[config.mk]
export PLATFORM = sky130hd
export DESIGN_NAME = vga_timing_gen_param
export DESIGN_NICKNAME = d
export VERILOG_FILES = /design/src/rtl/vga_pkg.sv /design/src/rtl/vga_axis_counter.sv /design/src/rtl/vga_timing_gen_param.sv
export SDC_FILE = /design/constraint.sdc
export NUM_CORES = 1
export LEC_CHECK = 0
export BUFFER_PORTS_ARGS = -buffer_cell sky130_fd_sc_hd__buf_2
export CELL_PAD_IN_SITES_DETAIL_PLACEMENT = 1
export CELL_PAD_IN_SITES_GLOBAL_PLACEMENT = 2
export CORE_MARGIN = 1.5
export CORE_UTILIZATION = 31
export DETAILED_ROUTE_END_ITERATION = 10
export PLACE_DENSITY = 0.68
export SETUP_SLACK_MARGIN = 0.1
export SLEW_MARGIN = 10
export SYNTH_ARGS = -nofsm -noshare
export SYNTH_HDL_FRONTEND = slang
export SYNTH_SLANG_ARGS = --single-unit
[constraint.sdc]
create_clock -name clk_50 -period 4.3 [get_ports clk_50]
set_input_delay 0.43 -clock clk_50 [delete_from_list [all_inputs] [get_ports clk_50]]
set_output_delay 0.43 -clock clk_50 [all_outputs]
set_load 0.1 [all_outputs]
[src/rtl/vga_pkg.sv]
`default_nettype none
// +----------------------------------------------------------------------------+
// | vga_pkg : mode encodings, bar colour table and 640x480@60 default timing    |
// | Revision: 1.0                                                               |
// +----------------------------------------------------------------------------+
package vga_pkg;

  localparam logic [1:0] c_mode_solid   = 2'd0;
  localparam logic [1:0] c_mode_bars    = 2'd1;
  localparam logic [1:0] c_mode_checker = 2'd2;
  localparam logic [1:0] c_mode_grid    = 2'd3;

  localparam int c_def_h_active = 640;
  localparam int c_def_h_fp     = 16;
  localparam int c_def_h_sync   = 96;
  localparam int c_def_h_bp     = 48;
  localparam int c_def_v_active = 480;
  localparam int c_def_v_fp     = 10;
  localparam int c_def_v_sync   = 2;
  localparam int c_def_v_bp     = 33;

  // {R,G,B} channel enables, bar 0 at the left edge of the screen
  function automatic logic [2:0] bar_rgb(input logic [2:0] idx);
    logic [2:0] rgb;
    rgb = 3'b000;
    case (idx)
      3'd0:    rgb = 3'b111;
      3'd1:    rgb = 3'b110;
      3'd2:    rgb = 3'b011;
      3'd3:    rgb = 3'b010;
      3'd4:    rgb = 3'b101;
      3'd5:    rgb = 3'b100;
      3'd6:    rgb = 3'b001;
      default: rgb = 3'b000;
    endcase
    return rgb;
  endfunction

endpackage
`default_nettype wire

[src/rtl/vga_axis_counter.sv]
`default_nettype none
// +----------------------------------------------------------------------------+
// | vga_axis_counter : one raster axis - position counter, wrap, active, sync   |
// | Revision: 1.0                                                               |
// +----------------------------------------------------------------------------+
module vga_axis_counter #(
  parameter int CNT_W      = 11,
  parameter int TOTAL      = 800,
  parameter int ACTIVE     = 640,
  parameter int SYNC_START = 656,
  parameter int SYNC_LEN   = 96,
  parameter bit POL        = 1'b0
) (
  input  logic             clk,
  input  logic             rst_n,
  input  logic             i_en,
  output logic [CNT_W-1:0] o_cnt,
  output logic             o_wrap,
  output logic             o_active,
  output logic             o_sync
);

  // One extra bit so a sync window ending exactly at TOTAL still fits
  localparam logic [CNT_W:0] c_last       = (CNT_W+1)'(TOTAL - 1);
  localparam logic [CNT_W:0] c_active     = (CNT_W+1)'(ACTIVE);
  localparam logic [CNT_W:0] c_sync_start = (CNT_W+1)'(SYNC_START);
  localparam logic [CNT_W:0] c_sync_end   = (CNT_W+1)'(SYNC_START + SYNC_LEN);

  logic [CNT_W-1:0] r_cnt;
  logic [CNT_W:0]   w_cnt_ext;

  assign w_cnt_ext = {1'b0, r_cnt};

  always_ff @(posedge clk or negedge rst_n) begin
    if (!rst_n) begin
      r_cnt <= '0;
    end else if (i_en) begin
      r_cnt <= o_wrap ? '0 : r_cnt + CNT_W'(1);
    end
  end

  assign o_cnt    = r_cnt;
  assign o_wrap   = (w_cnt_ext == c_last);
  assign o_active = (w_cnt_ext < c_active);
  assign o_sync   = ((w_cnt_ext >= c_sync_start) && (w_cnt_ext < c_sync_end)) ? POL : ~POL;

endmodule
`default_nettype wire

[src/rtl/vga_timing_gen_param.sv]
`default_nettype none
// +----------------------------------------------------------------------------+
// | vga_timing_gen_param : parametrised VGA timing, test patterns, aligned out  |
// | Revision: 1.0                                                               |
// +----------------------------------------------------------------------------+
module vga_timing_gen_param
  import vga_pkg::*;
#(
  parameter int CLK_DIV   = 2,
  parameter int H_ACTIVE  = c_def_h_active,
  parameter int H_FP      = c_def_h_fp,
  parameter int H_SYNC    = c_def_h_sync,
  parameter int H_BP      = c_def_h_bp,
  parameter int V_ACTIVE  = c_def_v_active,
  parameter int V_FP      = c_def_v_fp,
  parameter int V_SYNC    = c_def_v_sync,
  parameter int V_BP      = c_def_v_bp,
  parameter bit H_POL     = 1'b0,
  parameter bit V_POL     = 1'b0,
  parameter int CNT_W     = 11,
  parameter int COLOR_W   = 4,
  parameter int CELL_LOG2 = 5
) (
  input  logic               clk_50,
  input  logic               rst_o,
  input  logic [3:0]         sw,
  input  logic [1:0]         mode,
  output logic               pix_en,
  output logic               hsync,
  output logic               vsync,
  output logic [COLOR_W-1:0] R,
  output logic [COLOR_W-1:0] G,
  output logic [COLOR_W-1:0] B,
  output logic               video_on,
  output logic [CNT_W-1:0]   pixel_x,
  output logic [CNT_W-1:0]   pixel_y,
  output logic               frame_start
);

  localparam int                   c_div_w     = (CLK_DIV > 1) ? $clog2(CLK_DIV) : 1;
  localparam logic [c_div_w-1:0]   c_div_last  = c_div_w'(CLK_DIV - 1);
  localparam logic [COLOR_W-1:0]   c_full      = '1;
  localparam logic [COLOR_W-1:0]   c_half      = c_full >> 1;
  localparam logic [CNT_W-1:0]     c_cell_mask = CNT_W'((1 << CELL_LOG2) - 1);

  logic [c_div_w-1:0] r_div_cnt;
  logic               r_pix_en;
  logic [3:0]         r_sw_meta, r_sw_sync, r_sw_shadow;
  logic [1:0]         r_mode_meta, r_mode_sync, r_mode_shadow;

  logic [CNT_W-1:0]   w_h, w_v;
  logic               w_h_wrap, w_h_active, w_v_active, w_hsync, w_vsync, w_video;
  logic               w_shadow_load;
  logic [3:0]         w_sw_cur;
  logic [1:0]         w_mode_cur;

  always_ff @(posedge clk_50 or negedge rst_o) begin
    if (!rst_o) begin
      r_div_cnt   <= '0;
      r_pix_en    <= 1'b0;
      r_sw_meta   <= '0;
      r_sw_sync   <= '0;
      r_mode_meta <= '0;
      r_mode_sync <= '0;
    end else begin
      r_pix_en    <= (r_div_cnt == c_div_last);
      r_div_cnt   <= (r_div_cnt == c_div_last) ? '0 : r_div_cnt + c_div_w'(1);
      r_sw_meta   <= sw;
      r_sw_sync   <= r_sw_meta;
      r_mode_meta <= mode;
      r_mode_sync <= r_mode_meta;
    end
  end

  vga_axis_counter #(
    .CNT_W      (CNT_W),
    .TOTAL      (H_ACTIVE + H_FP + H_SYNC + H_BP),
    .ACTIVE     (H_ACTIVE),
    .SYNC_START (H_ACTIVE + H_FP),
    .SYNC_LEN   (H_SYNC),
    .POL        (H_POL)
  ) u_h_axis (
    .clk      (clk_50),
    .rst_n    (rst_o),
    .i_en     (r_pix_en),
    .o_cnt    (w_h),
    .o_wrap   (w_h_wrap),
    .o_active (w_h_active),
    .o_sync   (w_hsync)
  );

  vga_axis_counter #(
    .CNT_W      (CNT_W),
    .TOTAL      (V_ACTIVE + V_FP + V_SYNC + V_BP),
    .ACTIVE     (V_ACTIVE),
    .SYNC_START (V_ACTIVE + V_FP),
    .SYNC_LEN   (V_SYNC),
    .POL        (V_POL)
  ) u_v_axis (
    .clk      (clk_50),
    .rst_n    (rst_o),
    .i_en     (r_pix_en & w_h_wrap),
    .o_cnt    (w_v),
    .o_wrap   (),
    .o_active (w_v_active),
    .o_sync   (w_vsync)
  );

  assign w_video       = w_h_active & w_v_active;
  assign w_shadow_load = r_pix_en && (w_h == '0) && (w_v == '0);
  // The origin pixel already uses the settings being captured this edge
  assign w_sw_cur      = w_shadow_load ? r_sw_sync   : r_sw_shadow;
  assign w_mode_cur    = w_shadow_load ? r_mode_sync : r_mode_shadow;

  always_ff @(posedge clk_50 or negedge rst_o) begin
    if (!rst_o) begin
      r_sw_shadow   <= '0;
      r_mode_shadow <= '0;
    end else if (w_shadow_load) begin
      r_sw_shadow   <= r_sw_sync;
      r_mode_shadow <= r_mode_sync;
    end
  end

  logic [COLOR_W-1:0] w_level, w_sol_r, w_sol_g, w_sol_b, w_pat_r, w_pat_g, w_pat_b;
  logic [2:0]         w_bar_idx, w_bar_rgb;
  logic               w_on_cell, w_on_line;

  always_comb begin
    w_level = w_sw_cur[3] ? c_full : c_half;
    w_sol_r = w_sw_cur[0] ? w_level : '0;
    w_sol_g = w_sw_cur[1] ? w_level : '0;
    w_sol_b = w_sw_cur[2] ? w_level : '0;

    // Bar edges are constant thresholds at k*H_ACTIVE/8
    w_bar_idx = 3'd0;
    for (int k = 1; k < 8; k++) begin
      if ({1'b0, w_h} >= (CNT_W+1)'(k * H_ACTIVE / 8)) begin
        w_bar_idx = 3'(k);
      end
    end
    w_bar_rgb = bar_rgb(w_bar_idx);

    w_on_cell = w_h[CELL_LOG2] ^ w_v[CELL_LOG2];
    w_on_line = ((w_h & c_cell_mask) == '0) || ((w_v & c_cell_mask) == '0);

    w_pat_r = w_sol_r;
    w_pat_g = w_sol_g;
    w_pat_b = w_sol_b;
    case (w_mode_cur)
      c_mode_solid: ;
      c_mode_bars: begin
        w_pat_r = w_bar_rgb[2] ? c_full : '0;
        w_pat_g = w_bar_rgb[1] ? c_full : '0;
        w_pat_b = w_bar_rgb[0] ? c_full : '0;
      end
      c_mode_checker: begin
        if (!w_on_cell) begin
          w_pat_r = '0;
          w_pat_g = '0;
          w_pat_b = '0;
        end
      end
      default: begin
        if (w_on_line) begin
          w_pat_r = c_full;
          w_pat_g = c_full;
          w_pat_b = c_full;
        end
      end
    endcase
  end

  logic               r_hsync, r_vsync, r_video_on, r_frame_start;
  logic [COLOR_W-1:0] r_r, r_g, r_b;
  logic [CNT_W-1:0]   r_pixel_x, r_pixel_y;

  always_ff @(posedge clk_50 or negedge rst_o) begin
    if (!rst_o) begin
      r_hsync       <= ~H_POL;
      r_vsync       <= ~V_POL;
      r_video_on    <= 1'b0;
      r_r           <= '0;
      r_g           <= '0;
      r_b           <= '0;
      r_pixel_x     <= '0;
      r_pixel_y     <= '0;
      r_frame_start <= 1'b0;
    end else begin
      r_frame_start <= w_shadow_load;
      if (r_pix_en) begin
        r_hsync    <= w_hsync;
        r_vsync    <= w_vsync;
        r_video_on <= w_video;
        r_r        <= w_video ? w_pat_r : '0;
        r_g        <= w_video ? w_pat_g : '0;
        r_b        <= w_video ? w_pat_b : '0;
        r_pixel_x  <= w_h;
        r_pixel_y  <= w_v;
      end
    end
  end

  assign pix_en      = r_pix_en;
  assign hsync       = r_hsync;
  assign vsync       = r_vsync;
  assign video_on    = r_video_on;
  assign R           = r_r;
  assign G           = r_g;
  assign B           = r_b;
  assign pixel_x     = r_pixel_x;
  assign pixel_y     = r_pixel_y;
  assign frame_start = r_frame_start;

endmodule
`default_nettype wire

# ---- Yosys cells after proc, flatten, opt, wreduce, memory -nomap -nowiden
# Index checks and enable logic that the tools add are counted.
dict set report word_totals {
  mem_count 0
  elab_cells 93
  output_inout_bits 39
  input_bits 8
  latch_bits 0
  mem_bits_ro 0
  ramBits 0
  register_bits 80
}
dict set report op_classes {
  n_lt_le_gt_ge 13
  bitwise_logic 3
  mux 34
  mul 0
  shifts 0
  n_reduce_logical 11
  n_div 0
  eq_ne 10
  addsub 3
}
# op count
set ops {}
lappend ops {{4-bit 2-to-1 mux} 17}
lappend ops {{11-bit by 9-bit greater-or-equal comparator with 1-bit output (second input constant)} 4}
lappend ops {{11-bit logical NOT} 4}
lappend ops {{4-bit one-hot mux with 3 select lines} 3}
lappend ops {{11-bit by 1-bit adder with 11-bit output (second input constant)} 2}
lappend ops {{11-bit by 10-bit equality test with 1-bit output (second input constant)} 2}
lappend ops {{11-bit by 10-bit greater-or-equal comparator with 1-bit output (second input constant)} 2}
lappend ops {{11-bit by 8-bit greater-or-equal comparator with 1-bit output (second input constant)} 2}
lappend ops {{11-bit by 10-bit < comparator with 1-bit output (second input constant)} 2}
lappend ops {{11-bit by 9-bit < comparator with 1-bit output (second input constant)} 2}
lappend ops {{11-bit 2-to-1 mux} 2}
lappend ops {{3-bit one-hot mux with 7 select lines} 1}
lappend ops {{3-bit 2-to-1 mux} 6}
lappend ops {{11-bit by 7-bit greater-or-equal comparator with 1-bit output (second input constant)} 1}
lappend ops {{3-bit equality test (second input constant)} 3}
lappend ops {{3-bit by 2-bit equality test with 1-bit output (second input constant)} 2}
lappend ops {{1-bit logical AND} 4}
lappend ops {{1-bit 2-to-1 mux} 4}
lappend ops {{3-bit by 1-bit equality test with 1-bit output (second input constant)} 1}
lappend ops {{3-bit logical NOT} 1}
lappend ops {{1-bit bitwise AND} 2}
lappend ops {{2-bit by 1-bit equality test with 1-bit output (second input constant)} 1}
lappend ops {{2-bit equality test (second input constant)} 1}
lappend ops {{2-bit logical NOT} 1}
lappend ops {{4 further kinds} 4}

# ---- Depth between registers and ports, before layout
dict set report logic_depth {
  depth_word 13
  mapped_depth 9
  ltp_nobuf 8
}

# ---- Hierarchy
# Synthesis repeated with hierarchy kept, for this count alone.
dict set report unflattened {
  hier_cells 328
  hier_area_um2 3595.9
}
# module instances area_per_inst_um2 cells_per_inst
set by_module_without_submodules {}
lappend by_module_without_submodules {vga_timing_gen_param 1 2382.3 208}
lappend by_module_without_submodules {{vga_axis_counter at u_v_axis} 1 614.3 60}
lappend by_module_without_submodules {{vga_axis_counter at u_h_axis} 1 599.3 60}

# ---- Least setup slack after synthesis
# Ideal clock, no wire load.
dict set report synth_timing {
  path_type {register to register}
  start {register r_pix_en (netlist: pix_en)}
  end {register r_g[3] (netlist: G[3])}
  arrival_time_ns 2.518
  slack_ns 1.644
  synth_period_minus_slack_ns 2.656
  path_stages_with_launch 8
  n_path_buf 1
  setup_time_ns 0.139
  path_cell_list {dfrtp_1 > nor4b_1 > nand3_1 > nor4_4 > buf_6 > mux2i_1 > nor3b_1 > o221ai_2}
}
dict set report synth_via {
  elab_chain_len 8
}
# element line_no
set synth_rtl {}
lappend synth_rtl {{start, declared} vga_timing_gen_param.sv:47} ;# logic r_pix_en;
lappend synth_rtl {{start signal, assigned} vga_timing_gen_param.sv:66} ;# r_pix_en <= (r_div_cnt == c_div_last);
lappend synth_rtl {{1-bit logical AND (*) (2 in a row)} vga_timing_gen_param.sv:110} ;# assign w_shadow_load = r_pix_en && (w_h == '0) && (w_v == '0);
lappend synth_rtl {{named net w_shadow_load} vga_timing_gen_param.sv:53} ;# logic w_shadow_load;
lappend synth_rtl {{4-bit 2-to-1 mux} n/a}
lappend synth_rtl {{4-bit 2-to-1 mux} vga_timing_gen_param.sv:130} ;# w_level = w_sw_cur[3] ? c_full : c_half;
lappend synth_rtl {{4-bit 2-to-1 mux} vga_timing_gen_param.sv:132} ;# w_sol_g = w_sw_cur[1] ? w_level : '0;
lappend synth_rtl {{4-bit 2-to-1 mux (on tied branches)} {vga_timing_gen_param.sv:165, vga_timing_gen_param.sv:158}}
lappend synth_rtl {{4-bit one-hot mux with 3 select lines (*)} vga_timing_gen_param.sv:150} ;# case (w_mode_cur)
lappend synth_rtl {{4-bit 2-to-1 mux (*)} vga_timing_gen_param.sv:196} ;# r_g <= w_video ? w_pat_g : '0;
lappend synth_rtl {{end signal, assigned} vga_timing_gen_param.sv:196}
lappend synth_rtl {{end, declared} vga_timing_gen_param.sv:175} ;# logic [COLOR_W-1:0] r_r, r_g, r_b;
# Mark *: on every way through the listed nets, which the timed path passes. The rest lies on a longest branch.
# A chain may end at the register's enable or synchronous reset.

# ---- Final worst setup path
dict set report layout_timing {
  start {register u_h_axis.r_cnt[5] (netlist: u_h_axis.o_cnt[5])}
  end {register r_g[3] (netlist: G[3])}
}
dict set report layout_via {
  elab_chain_len 13
}
# element line_no
set layout_rtl {}
lappend layout_rtl {{start, declared} vga_axis_counter.sv:29} ;# logic [CNT_W-1:0] r_cnt;
lappend layout_rtl {{start signal, assigned} vga_axis_counter.sv:38} ;# r_cnt <= o_wrap ? '0 : r_cnt + CNT_W'(1);
lappend layout_rtl {{11-bit by 7-bit greater-or-equal comparator with 1-bit output} vga_timing_gen_param.sv:138} ;# if ({1'b0, w_h} >= (CNT_W+1)'(k * H_ACTIVE / 8)) begin
lappend layout_rtl {{1-bit 2-to-1 mux} vga_timing_gen_param.sv:138}
lappend layout_rtl {{3-bit 2-to-1 mux (6 in a row)} vga_timing_gen_param.sv:138}
lappend layout_rtl {{3-bit equality test (tied with other cells)} vga_pkg.sv:26} ;# case (idx)
lappend layout_rtl {{3-bit one-hot mux with 7 select lines} vga_pkg.sv:26}
lappend layout_rtl {{4-bit 2-to-1 mux} vga_timing_gen_param.sv:154} ;# w_pat_g = w_bar_rgb[1] ? c_full : '0;
lappend layout_rtl {{4-bit one-hot mux with 3 select lines} vga_timing_gen_param.sv:150}
lappend layout_rtl {{4-bit 2-to-1 mux (*)} vga_timing_gen_param.sv:196}
# Mark *: on every way between the ends. The rest lies on a longest branch, timed or not.

==> flow_summary.toml <==
[outcome]
status = "complete, no violations"

[worst_setup_path]
worstPathArrival_ps = 3280
worst_setup_path_start_kind = "flop"
r2r_cells = 6
critPathCaptureType = "flop"
criticalPathCategory = "flop to flop"
cp.required_ps = 4500
crit_fanout = 13

[cells_and_area]
fin_area_mm2 = 0.00382
fillers = 1170
diodes = 0
synthToLayoutAreaGrowth_pct = 14.6
seq_area_mm2 = 0.00185
multi_input_area_mm2 = 0.00131
drive_gt1_share_pct = 28.7
nets = 338

[synth]
synth_compound_area_share_pct = 8.59
netlist_top_cells_area = "dfrtp_1, mux2_2, xnor2_1"
synth_mux_area_share_pct = 10.2
synth_edf_count = 0
avgSynthCellArea_um2 = 11.5
synth_top_area_share_pct = 54.0
ys_ff_latch = 74
synthesis.nets = 303
synth_most_common_cell = "dfrtp_1"
yosysSeqAreaShare_pct = 55.6
synth_area_leader_cell = "dfrtp_1"
synth_ff_type = "dfrtp_1"
async_flop_share_pct = 100
yosys.area_share.simple_pct = 14.6
syn-cell-area_mm2 = 0.00334
synth_cell_type_count = 49
netlist_instances = 291
synth_xor_area_share_pct = 3.94
synthTopCellsByCount = "dfrtp_1, mux2_2, nand2_1, clkbuf_1, inv_1"
synth_top_family_by_area = "simple AND/OR/NAND/NOR gates"
synth_fa_ha_area_share_pct = 1.80
ys_warn_count = 0

[detailed_routing]
drtIter0Drc = 77
num_vias = 2306
wl_per_cell_um = 15.6
viasPerCell = 4.94
wirelength_um = 7290
drtAntennaViolNets = 0
first_pass_iters = 4
drc = 0

[clocking]
cts_root_buffer = "clkbuf_8"
clk_pin_slew_ps = 70
clk_latency_ps = 340
post_cts_buffers = 0
postCtsHoldBufs = 0
cts_resized = 0
numCtsBuffers = 9
clockBufferDepth = 2
cts_tree = "built"
h-tree-depth = 3
cts_sinks = 74

[timing]
fmax_mhz = 325
fin_skew_ps = 10.1
worstMarginPinSlew_ps = 927
setup_tns_ps = 0
fin_crit_sh_pct = 71.6
rsz0062_at_grt = "no"
maxSlewHeadroom_pct = 38.2
finalSetupViolations = 0
slew_viol_final = 0
min_period_ps = 3080
finalHoldViolCount = 0

[min_path]
holdPathStages = 1
hold_path_class = "input port to flop"

[floorplanning]
die_area_mm2 = 0.0114
die_y_um = 107
core_area_mm2 = 0.0104
rows = 37
ios = 47
start_util_pct = 32.2
die_x_um = 107

[job]
maxCapViolations = 0

[placed_design]
finalWeightedCongestion = 0.751
place_area_mm2 = 0.00363
dp_hpwl_um = 4910
portBuffers = 46

[global_routing]
grt_max_degree = 75
antenna_found_initial = 0
track_usage_pct = 14.0
grt_pass1_wl_um = 12300
grt_pass1_vias = 2339
overflow = 0

[pwr]
power_mw = 1.34
power_density_mw_per_mm2 = 351
ir_drop_uv = 117
p_leak_nw = 1.74
routing by layer:
layer  wire length [µm]  share of wire [%]  vias to the layer above  track usage [%]
met5                  0                  0                        -                0
met3                222                3.0                        9             2.43
met1               3760                 52                     1163             19.9
met2               3180                 44                       38             20.7
li1                   -                  -                     1096                -
met4                128                1.8                        0             6.57
flip-flops by register name, summed over array words and instances, names as in the netlist, 2 cells and up:
| name | flops |
|---|---|
| R | 2 |
| u_v_axis.o_cnt | 11 |
| G | 2 |
| r_mode_shadow | 2 |
| pixel_y | 11 |
| pixel_x | 11 |
| B | 2 |
| u_h_axis.o_cnt | 11 |
| r_sw_shadow | 4 |
| r_mode_sync | 2 |
| r_sw_sync | 4 |
| r_mode_meta | 2 |
| r_sw_meta | 4 |
worst max-delay path, cell delays in order, from the launching register on:
cell      delay, ps
dfrtp_1         530
or3_4           450
or3_4           350
nor4_4          750
mux2i_1         330
nor3b_1         380
o221ai_2        150
logic make-up (layout without fill, tap and decap cells):
logic type | count (synthesis) | count (layout)
simple gates | 85 | 85
flops | 74 | 74
compound gates | 42 | 42
buf+inv | 39 | 79
mux | 31 | 31
xor+xnor | 15 | 15
fa+ha+maj | 5 | 5
where the power goes:
group | switching, mW | internal [mW] | leakage, nW
sequential | 0.00764 | 0.708 | 0.929
combinational | 0.0850 | 0.0157 | 0.718
clock | 0.243 | 0.283 | 0.0974
layout by cell type, fill, tap and decap left out, drive strengths merged, types with 2 or more instances in the layout:
cell     n
a21oi    7
nor4b    3
nand3b   5
a221oi   2
nand4    8
buf     48
clkbuf  13
and2     2
inv     15
dfstp    2
mux2i    6
xor2     5
a31oi    3
a41oi    2
o311ai   2
nor2    13
or3      4
dfrtp   72
ha       4
o221ai   2
nor3     7
and4     2
and3     2
nand2   18
nand3   10
nor4     2
mux2    25
nand2b   4
o22ai    2
o21ai   13
clkinv   2
nor3b    3
xnor2   10
final cells by class:
type | instances | share of cell area (%)
repair buffers | 48 | 6.48
multi-input cells | 178 | 34.2
well taps | 136 | 4.45
clock buffers | 13 | 3.89
flip-flops and latches | 74 | 48.5
clock inverters | 3 | 1.05
inverters | 15 | 1.47
through the flow:
step | util [%] | hold slack (ps) | setup slack, ps | std cells
6_report | 36.9 | 189 | 1220 | 467
5_1_grt | 36.9 | 170 | 1010 | 467
4_1_cts | 36.9 | 168 | 1240 | 467
3_5_place_dp | 35.1 | 336 | 1300 | 451
3_3_place_gp | 35.1 | 332 | 1360 | 451
2_1_floorplan | - | 134 | 1640 | 291
path summary, 6_finish.rpt:
| path | start | end | slack [ps] |
|---|---|---|---|
| setup / recovery | u_h_axis.o_cnt[5] | G[3] | 1220 |
| hold / removal | mode[0] | r_mode_meta[0] | 190 |
| setup reg to reg | u_h_axis.o_cnt[5] | G[3] | 1220 |
| hold reg to reg | r_sw_meta[2] | r_sw_sync[2] | 350 |
| max in group asynchronous | rst_o | G[3] | 3470 |
| min in group asynchronous | rst_o | pixel_y[0] | 230 |
No activity file was read; power rests on OpenSTA's default activity.
